[src/rtl/pc_pkg.sv]
// pc_pkg: shared state encodings and defaults for the program-counter sequencer.
package pc_pkg;
    typedef enum logic [1:0] {BOOT, RUN, HALT} pc_state_t;
    localparam logic [1:0] ST_BOOT = BOOT;
    localparam logic [1:0] ST_RUN  = RUN;
    localparam logic [1:0] ST_HALT = HALT;
    localparam logic [31:0] DEF_TRAP_VEC = 32'hFFF0;
endpackage

[src/rtl/pc_sequencer_if.sv]
// pc_sequencer_if: fetch-control inputs and PC outputs of the sequencer.
interface pc_sequencer_if #(parameter int ADDR_W = 16);
    logic              stall_i, branch_i, call_i, ret_i, trap_i, halt_i, resume_i;
    logic [ADDR_W-1:0] branch_target_i;
    logic [ADDR_W-1:0] pc_o, pc_plus_o;
    logic              fetch_valid_o, halted_o, ras_err_o;
    modport master (
        output stall_i, branch_i, call_i, ret_i, trap_i, halt_i, resume_i, branch_target_i,
        input  pc_o, pc_plus_o, fetch_valid_o, halted_o, ras_err_o
    );
    modport slave (
        input  stall_i, branch_i, call_i, ret_i, trap_i, halt_i, resume_i, branch_target_i,
        output pc_o, pc_plus_o, fetch_valid_o, halted_o, ras_err_o
    );
endinterface

[src/rtl/pc_ras.sv]
// pc_ras: circular return-address stack; a push when full overwrites the oldest entry.
module pc_ras #(
    parameter int ADDR_W = 16,
    parameter int DEPTH  = 4
) (
    input  logic              clk,
    input  logic              reset,
    input  logic              push,
    input  logic              pop,
    input  logic [ADDR_W-1:0] push_addr,
    output logic [ADDR_W-1:0] pop_addr,
    output logic              overflow,
    output logic              underflow
);
    localparam int PW = $clog2(DEPTH);
    localparam logic [PW-1:0] H1 = PW'(1);
    localparam logic [PW:0]   C1 = (PW+1)'(1);
    logic [ADDR_W-1:0] mem_q [DEPTH];
    logic [PW-1:0]     head_q, head_d;
    logic [PW:0]       cnt_q, cnt_d;
    logic              full, empty;
    assign full      = cnt_q == (PW+1)'(DEPTH);
    assign empty     = cnt_q == '0;
    assign pop_addr  = mem_q[head_q - H1];
    assign overflow  = push && !pop && full;
    assign underflow = pop && empty;
    always_comb begin
        head_d = head_q;
        cnt_d  = cnt_q;
        if (pop) begin
            head_d = empty ? head_q : head_q - H1;
            cnt_d  = empty ? cnt_q : cnt_q - C1;
        end else if (push) begin
            head_d = head_q + H1;
            cnt_d  = full ? cnt_q : cnt_q + C1;
        end
    end
    always_ff @(posedge clk or negedge reset) begin
        if (!reset) begin
            head_q <= '0;
            cnt_q  <= '0;
        end else begin
            head_q <= head_d;
            cnt_q  <= cnt_d;
        end
    end
    always_ff @(posedge clk) begin
        if (push && !pop) mem_q[head_q] <= push_addr;
    end
endmodule

[src/rtl/pc_sequencer.sv]
// pc_sequencer: PC register with BOOT/RUN/HALT FSM and prioritised next-PC mux.
// Define PC_RAS_EN to add a return-address stack for call/ret.
module pc_sequencer
    import pc_pkg::*;
#(
    parameter int                 ADDR_W    = 16,
    parameter int                 STEP      = 1,
    parameter logic [ADDR_W-1:0]  RESET_VEC = '0,
    parameter logic [ADDR_W-1:0]  TRAP_VEC  = ADDR_W'(DEF_TRAP_VEC),
    parameter int                 RAS_DEPTH = 4
) (
    input  logic           clk,
    input  logic           reset,
    pc_sequencer_if.slave  bus
);
    localparam logic [ADDR_W-1:0] AMASK  = ~ADDR_W'(STEP - 1);
    localparam logic [ADDR_W-1:0] TRAP_A = TRAP_VEC & AMASK;
    logic [1:0]        st_q, st_d;
    logic [ADDR_W-1:0] pc_q, pc_d;
    logic [ADDR_W-1:0] tgt, ret_tgt;
    logic              run;
    assign run = st_q == ST_RUN;
    assign tgt = bus.branch_target_i & AMASK;
`ifdef PC_RAS_EN
    logic              push, pop, ovf, unf, err_q, err_d;
    logic [ADDR_W-1:0] pop_addr;
    // a trap suppresses stack traffic; ret wins over a simultaneous call
    assign push = run && !bus.trap_i && !bus.ret_i && bus.call_i;
    assign pop  = run && !bus.trap_i && bus.ret_i;
    pc_ras #(.ADDR_W(ADDR_W), .DEPTH(RAS_DEPTH)) u_ras (
        .clk       (clk),
        .reset     (reset),
        .push      (push),
        .pop       (pop),
        .push_addr (bus.pc_plus_o),
        .pop_addr  (pop_addr),
        .overflow  (ovf),
        .underflow (unf)
    );
    assign ret_tgt = unf ? RESET_VEC : pop_addr & AMASK;
    assign err_d   = ovf || unf;
    always_ff @(posedge clk or negedge reset) begin
        if (!reset) err_q <= 1'b0;
        else        err_q <= err_d;
    end
    assign bus.ras_err_o = err_q;
`else
    assign ret_tgt       = tgt;
    assign bus.ras_err_o = 1'b0;
`endif
    always_comb begin
        st_d = st_q;
        pc_d = pc_q;
        if (st_q == ST_BOOT) begin
            st_d = ST_RUN;
        end else if (st_q == ST_HALT) begin
            if (bus.trap_i) begin
                st_d = ST_RUN;
                pc_d = TRAP_A;
            end else if (bus.resume_i) begin
                st_d = ST_RUN;
            end
        end else if (bus.trap_i) begin
            pc_d = TRAP_A;
        end else if (bus.ret_i) begin
            pc_d = ret_tgt;
        end else if (bus.call_i || bus.branch_i) begin
            pc_d = tgt;
        end else if (bus.halt_i) begin
            st_d = ST_HALT;
        end else if (!bus.stall_i) begin
            pc_d = bus.pc_plus_o;
        end
    end
    always_ff @(posedge clk or negedge reset) begin
        if (!reset) begin
            st_q <= ST_BOOT;
            pc_q <= RESET_VEC;
        end else begin
            st_q <= st_d;
            pc_q <= pc_d;
        end
    end
    assign bus.pc_o          = pc_q;
    assign bus.pc_plus_o     = pc_q + ADDR_W'(STEP);
    assign bus.fetch_valid_o = run && !bus.stall_i;
    assign bus.halted_o      = st_q == ST_HALT;
endmodule
[src/flat_wrapper.sv]
// flat-port wrapper written by rule: the top's interface ports become plain ports
module pc_sequencer_flat import pc_pkg::*;
#(
    parameter int                 ADDR_W    = 16,
    parameter int                 STEP      = 1,
    parameter logic [ADDR_W-1:0]  RESET_VEC = '0,
    parameter logic [ADDR_W-1:0]  TRAP_VEC  = ADDR_W'(DEF_TRAP_VEC),
    parameter int                 RAS_DEPTH = 4
)
  (clk, reset, bus_stall_i, bus_branch_i, bus_call_i, bus_ret_i, bus_trap_i, bus_halt_i, bus_resume_i, bus_branch_target_i, bus_pc_o, bus_pc_plus_o, bus_fetch_valid_o, bus_halted_o, bus_ras_err_o);
  pc_sequencer_if #(.ADDR_W(ADDR_W)) bus_i ();
  input  logic clk;
  input  logic reset;
  input wire logic [$bits(bus_i.stall_i)-1:0] bus_stall_i;
  input wire logic [$bits(bus_i.branch_i)-1:0] bus_branch_i;
  input wire logic [$bits(bus_i.call_i)-1:0] bus_call_i;
  input wire logic [$bits(bus_i.ret_i)-1:0] bus_ret_i;
  input wire logic [$bits(bus_i.trap_i)-1:0] bus_trap_i;
  input wire logic [$bits(bus_i.halt_i)-1:0] bus_halt_i;
  input wire logic [$bits(bus_i.resume_i)-1:0] bus_resume_i;
  input wire logic [$bits(bus_i.branch_target_i)-1:0] bus_branch_target_i;
  output wire logic [$bits(bus_i.pc_o)-1:0] bus_pc_o;
  output wire logic [$bits(bus_i.pc_plus_o)-1:0] bus_pc_plus_o;
  output wire logic [$bits(bus_i.fetch_valid_o)-1:0] bus_fetch_valid_o;
  output wire logic [$bits(bus_i.halted_o)-1:0] bus_halted_o;
  output wire logic [$bits(bus_i.ras_err_o)-1:0] bus_ras_err_o;
  assign bus_i.stall_i = bus_stall_i;
  assign bus_i.branch_i = bus_branch_i;
  assign bus_i.call_i = bus_call_i;
  assign bus_i.ret_i = bus_ret_i;
  assign bus_i.trap_i = bus_trap_i;
  assign bus_i.halt_i = bus_halt_i;
  assign bus_i.resume_i = bus_resume_i;
  assign bus_i.branch_target_i = bus_branch_target_i;
  assign bus_pc_o = bus_i.pc_o;
  assign bus_pc_plus_o = bus_i.pc_plus_o;
  assign bus_fetch_valid_o = bus_i.fetch_valid_o;
  assign bus_halted_o = bus_i.halted_o;
  assign bus_ras_err_o = bus_i.ras_err_o;
  pc_sequencer #(.ADDR_W(ADDR_W), .STEP(STEP), .RESET_VEC(RESET_VEC), .TRAP_VEC(TRAP_VEC), .RAS_DEPTH(RAS_DEPTH)) u_core (.clk(clk), .reset(reset), .bus(bus_i));
endmodule
[config.mk]
export PLATFORM = sky130hd
export DESIGN_NAME = pc_sequencer_flat
export DESIGN_NICKNAME = d
export VERILOG_FILES = /design/src/rtl/pc_pkg.sv /design/src/rtl/pc_sequencer_if.sv /design/src/rtl/pc_ras.sv /design/src/rtl/pc_sequencer.sv /design/src/flat_wrapper.sv
export SDC_FILE = /design/constraint.sdc
export NUM_CORES = 1
export LEC_CHECK = 0
export BUFFER_PORTS_ARGS = -buffer_cell sky130_fd_sc_hd__buf_2
export CORE_UTILIZATION = 42
export CTS_BUF_LIST = sky130_fd_sc_hd__clkbuf_8 sky130_fd_sc_hd__clkbuf_16
export DETAILED_ROUTE_END_ITERATION = 7
export PLACE_DENSITY = 0.75
export SLEW_MARGIN = 20
export SYNTH_ARGS = -nofsm -noshare
export SYNTH_HDL_FRONTEND = slang
export SYNTH_HIERARCHICAL = 1
export SYNTH_SLANG_ARGS = --single-unit
[constraint.sdc]
create_clock -name clk -period 1.8 [get_ports clk]
set_clock_uncertainty 0.2 [all_clocks]
set_input_delay 0.09 -clock clk [delete_from_list [all_inputs] [get_ports clk]]
set_output_delay 0.09 -clock clk [all_outputs]
set_load 0.02 [all_outputs]
==> results of run 1 <==
[critical path, cell delays in order (launching register included)]
cell and delay (ps):
dfrtp_2 400, ha_4 150, and4_4 240, nand2b_4 100
buf_4 160, nor2_4 100, xor2_2 160, buf_6 140
[routing by layer]
metal  wire, um  GRT usage  share of wire
met2       2620      0.555           0.54
met1       1900      0.326           0.39
met4         80     0.0986          0.016
met5          0          0              0
met3        266     0.0308          0.055
[stage by stage]
stage	utilization	power (W)	area [sq um]
after floorplan	-	0.000719	1420
after global placement	0.636	0.000882	1940
after detailed placement	0.636	0.000887	1940
after CTS	0.775	0.00130	2370
after global routing	0.817	0.00140	2490
final	0.817	0.00134	2490
[cell type report]
cell class                      instances  area, sq um  area share
Multi-Input combinational cell        130         1020       0.410
Timing Repair Buffer                  122          887       0.356
Sequential cell                        18          459       0.184
Clock buffer                            4         55.1      0.0221
Tap cell                               44         55.1      0.0221
Inverter                                4         15.0     0.00602
[power by group]
group | switching [W] | internal, W | leakage [nW]
registers | 0.0000371 | 0.000438 | 0.186
logic | 0.000278 | 0.000241 | 0.880
clock network | 0.000148 | 0.000195 | 0.0288
total | 0.000462 | 0.000874 | 1.10
[cell usage after synthesis (all sizes together), types with 2 or more instances]
master	number	area [sq um]
xnor2	7	61.3
o22a	2	17.5
o21a	4	30.0
buf	7	56.3
nor2b	3	18.8
nand3	9	55.1
a311oi	2	17.5
nor3	8	67.6
or2	2	12.5
o21ai	11	55.1
and3	2	12.5
inv	4	15.0
xor2	7	61.3
o22ai	4	25.0
nor4	2	27.5
o31ai	2	15.0
o32a	2	20.0
nor2	15	56.3
a31oi	2	12.5
clkbuf	2	7.51
dfrtp	18	450
nand2b	2	12.5
a21oi	17	85.1
nand2	14	52.6
[repair_timing]
action,in CTS,in global routing
pin swaps,9,8
setup endpoints to repair,13,17
hold buffers,18,0
buffers inserted,12,3
gates resized for setup,30,23
endpoints found under the hold margin,33,0
[flip-flops by register name (all words and copies together) (netlist names)]
signal	flops
u_core/bus.pc_o	16
u_core/st_q	2
[kinds of logic (layout without fill, tap and decap cells)]
family,count (synthesis),after routing,synth area share
AOI/OAI and AO/OA,52,52,0.244
xor gates and xnor gates,14,14,0.0907
adders and majority gates,1,1,0.00926
and+or+nand+nor,61,61,0.255
DFF,18,18,0.333
buffers and inverters,13,130,0.0583
other,1,1,0.00278
muxes,1,1,0.00741
[final timing paths]
check                                                  end                       startpoint  cells after the start  slack [ps]
max                                      bus_pc_plus_o[10]   u_core/bus.pc_o[0]$_DFFE_PN0P_                      7        -200
min                         u_core/bus.pc_o[9]$_DFFE_PN0P_           bus_branch_target_i[9]                      3          10
max reg2reg                 u_core/bus.pc_o[6]$_DFFE_PN0P_   u_core/bus.pc_o[0]$_DFFE_PN0P_                     10         -60
min reg2reg                u_core/bus.pc_o[12]$_DFFE_PN0P_  u_core/bus.pc_o[12]$_DFFE_PN0P_                      1         420
max in group asynchronous   u_core/bus.pc_o[4]$_DFFE_PN0P_                            reset                      2         970
min in group asynchronous  u_core/bus.pc_o[15]$_DFFE_PN0P_                            reset                      2         100
==> results.json, run 1 <==
{
  "ys_warn_count": 6,
  "rows": 20,
  "synth_edf_count": 0,
  "grt_pass1_vias": 1738,
  "path_class": "register to output port",
  "dp_cells": 285,
  "area_delta_synth_final_pct": 84.6,
  "drive_gt1_frac": 0.543,
  "die_h_um": 58.7,
  "setup-violations-final": 12,
  "start_util": 0.443,
  "maxCapViolations": 0,
  "overflow": 0,
  "core_sq_mm": 0.00305,
  "htree_levels": 1,
  "violations": "setup timing",
  "timing.fmax_mhz": 499,
  "place_worst_setup_slack_ps": -111,
  "grt_max_degree": 19,
  "cts_root_buf": "clkbuf_8",
  "syn_area_sq_mm": 0.00135,
  "synth_nets": 187,
  "drt_iter0_drc": 81,
  "insertion_delay_ps": 260,
  "grt_first_pass_wirelength_mm": 7.55,
  "worst_pin_slew_ps": 599,
  "wl_per_cell_um": 15.1,
  "antenna_found_initial": 0,
  "powerDensity_mw_per_mm2": 536,
  "num_vias": 1703,
  "dieArea_sq_mm": 0.00345,
  "peakVddDrop_uv": 415,
  "cp_max_fo": 6,
  "period_minus_slack_ps": 2000,
  "gp_congestion": 0.915,
  "synth_seq_cells": 18,
  "cts_buffers": 3,
  "path_clk_slew_ps": 70,
  "fin_setup_tns_ps": -1280,
  "start_kind": "register",
  "async_flop_share": 1.00,
  "p_leak_nw": 1.10,
  "worst_slew_margin_rel": 0.600,
  "min_period_over_period": 1.11,
  "cp-end-kind": "output port",
  "num_antenna_cells": 0,
  "grtUsageTotal": 0.289,
  "drt_wl_total_mm": 4.86,
  "finalNetCount": 305,
  "pin_count": 60,
  "clk_path_buf_depth": 2,
  "status": "finished, violations left",
  "required_ps": 1510,
  "drv_slew": 0,
  "hold_class": "input port to register",
  "netlist_instances": 161,
  "drtAntennaViolNets": 0,
  "whs_ps": 13.2,
  "cp_data_arrival_time_ps": 1710,
  "fillCellCount": 189,
  "final_hold_viol_count": 0,
  "numPortBuffers": 58,
  "fp.dieW_um": 58.7,
  "syn_area_per_cell_sq_um": 8.39,
  "fin_ws_ps": -205,
  "yosysSeqAreaShare": 0.333,
  "ys_types": 44,
  "dp_hpwl_mm": 2.90,
  "clock-sinks": 18,
  "layout_common_cells": "48 x buf_2, 46 x buf_4, 18 x dlygate4sd3_1",
  "final_common_cell": "buf_2",
  "vias_per_cell": 5.29,
  "post-route-drc-count": 0,
  "cts_tree": "done",
  "rsz0062_at_grt": "true",
  "drt_pass1_iterations": 4,
  "final_cells": 322,
  "ys.flop_type": "dfrtp_1"
}
No activity file was read; power rests on OpenSTA's default activity.
==> run 2, diff against run 1 <==
--- a/config.mk
+++ b/config.mk
@@ -10,7 +10,6 @@
 export CTS_BUF_LIST = sky130_fd_sc_hd__clkbuf_8 sky130_fd_sc_hd__clkbuf_16
 export DETAILED_ROUTE_END_ITERATION = 7
 export PLACE_DENSITY = 0.75
-export SLEW_MARGIN = 20
 export SYNTH_ARGS = -nofsm -noshare
 export SYNTH_HDL_FRONTEND = slang
 export SYNTH_HIERARCHICAL = 1
==> constraint.sdc (replaced) <==
create_clock -name clk -period 1.7 [get_ports clk]
set_clock_uncertainty 0.2 [all_clocks]
set_input_delay 0.085 -clock clk [delete_from_list [all_inputs] [get_ports clk]]
set_output_delay 0.085 -clock clk [all_outputs]
set_load 0.02 [all_outputs]
==> results.json, run 2 (synthesis results as in run 1) <==
{
  "post-route-drc-count": 0,
  "r2r-end": "u_core/bus.pc_o[14]$_DFFE_PN0P_",
  "cts_root_buf": "clkbuf_8",
  "cts_tree": "done",
  "status": "finished, violations left",
  "clk_path_buf_depth": 2,
  "drt_iter0_drc": 119,
  "p_leak_nw": 1.12,
  "wl_per_cell_um": 16.8,
  "maxCapViolations": 0,
  "cp_data_arrival_time_ps": 1680,
  "cts_buffers": 3,
  "num_antenna_cells": 0,
  "dp_hpwl_mm": 3.15,
  "start_util": 0.443,
  "gp_congestion": 0.837,
  "dieArea_sq_mm": 0.00345,
  "final_hold_viol_count": 0,
  "die_h_um": 58.7,
  "path_clk_slew_ps": 70,
  "grt_max_degree": 19,
  "rows": 20,
  "hold_class": "input port to register",
  "insertion_delay_ps": 260,
  "grt_pass1_vias": 1765,
  "clock-sinks": 18,
  "fin_setup_tns_ps": -2670,
  "post_dp_cell_area_sq_mm": 0.00201,
  "drt_wl_total_mm": 5.47,
  "final_common_cell": "buf_4",
  "overflow": 0,
  "powerDensity_mw_per_mm2": 545,
  "vias_per_cell": 5.46,
  "drive_gt1_frac": 0.580,
  "path_class": "register to output port",
  "htree_levels": 1,
  "fp.dieW_um": 58.7,
  "rsz0062_at_grt": "true",
  "violations": "setup timing",
  "min_to": "u_core/bus.pc_o[9]$_DFFE_PN0P_",
  "fin_ws_ps": -264,
  "antenna_found_initial": 0,
  "grtUsageTotal": 0.310,
  "cp_max_fo": 6,
  "r2r_cells": 7,
  "num_vias": 1773,
  "required_ps": 1410,
  "drt_pass1_iterations": 4,
  "min_path_cells": 3,
  "setup-violations-final": 18,
  "min-delay-start": "bus_branch_target_i[9]",
  "core_sq_mm": 0.00305,
  "numPortBuffers": 58,
  "grt_first_pass_wirelength_mm": 8.01,
  "finalNetCount": 308,
  "cp-end-kind": "output port",
  "largest_reg_flops": 16,
  "start_kind": "register",
  "area_delta_synth_final_pct": 89.4,
  "min_period_over_period": 1.16,
  "drtAntennaViolNets": 0,
  "r2r_slack_ps": -210,
  "peakVddDrop_uv": 417,
  "layout_common_cells": "55 x buf_4, 46 x buf_2, 18 x dlygate4sd3_1",
  "r2r-start": "u_core/bus.pc_o[1]$_DFFE_PN0P_",
  "fin_util": 0.839,
  "stdcell_area_sq_mm": 0.00256,
  "pin_count": 60,
  "timing.fmax_mhz": 509,
  "period_minus_slack_ps": 1960,
  "drv_slew": 0
}
-- run 2: worst max-delay path by stage --
stage / startpoint / to / slack (ps) / cells past startpoint
floorplan: u_core/bus.pc_o[0]$_DFFE_PN0P_ / bus_pc_plus_o[14] / -100 / 6
global placement: u_core/bus.pc_o[0]$_DFFE_PN0P_ / bus_pc_plus_o[8] / -40 / 6
detailed placement: u_core/bus.pc_o[1]$_DFFE_PN0P_ / bus_pc_plus_o[13] / -80 / 6
CTS: u_core/bus.pc_o[1]$_DFFE_PN0P_ / bus_pc_plus_o[13] / -190 / 6
global route: u_core/bus.pc_o[0]$_DFFE_PN0P_ / bus_pc_plus_o[14] / -320 / 6
finish: u_core/bus.pc_o[1]$_DFFE_PN0P_ / bus_pc_plus_o[14] / -260 / 6
-- run 2: stage by stage --
stage,setup WS (ps),power [W],cells,hold WS (ps)
finish,-264,0.00140,325,38.0
floorplan,-103,0.000773,161,-411
detailed placement,-84.3,0.000950,291,-154
CTS,-195,0.00134,321,9.92
global route,-324,0.00146,325,45.1
global placement,-38.0,0.000941,291,-154
-- run 2: where the power goes --
part	internal [W]	switching (W)	leakage, nW
registers	0.000465	0.0000481	0.184
logic	0.000260	0.000310	0.906
clock network	0.000161	0.000152	0.0269
-- run 2: worst max-delay path: stages, from the launching register on --
cell and delay, ps:
dfrtp_2 400, ha_4 140, and4_4 250, nand2b_4 120
nor3_4 210, xor2_2 140, buf_4 150
-- run 2: cell type report --
| cell class | count | area, sq um |
|---|---|---|
| Multi-Input combinational cell | 130 | 1080 |
| Timing Repair Buffer | 125 | 900 |
| Fill cell | 188 | 493 |
| Sequential cell | 18 | 464 |
| Tap cell | 44 | 55.1 |
| Clock buffer | 3 | 41.3 |
| Inverter | 4 | 15.0 |
| Clock inverter | 1 | 3.75 |
-- run 2: layer usage --
metal | global-route usage | part of all wire
met1 | 0.354 | 0.39
met2 | 0.589 | 0.55
met3 | 0.0527 | 0.045
met4 | 0.0850 | 0.012
met5 | 0 | 0
-- run 2: timing repair --
action,4_1_cts,5_1_grt
pin swaps,6,14
buffers inserted,8,5
gates resized for setup,35,21
hold endpoints to repair,33,0
hold buffers,18,0
endpoints found under the setup margin,19,21
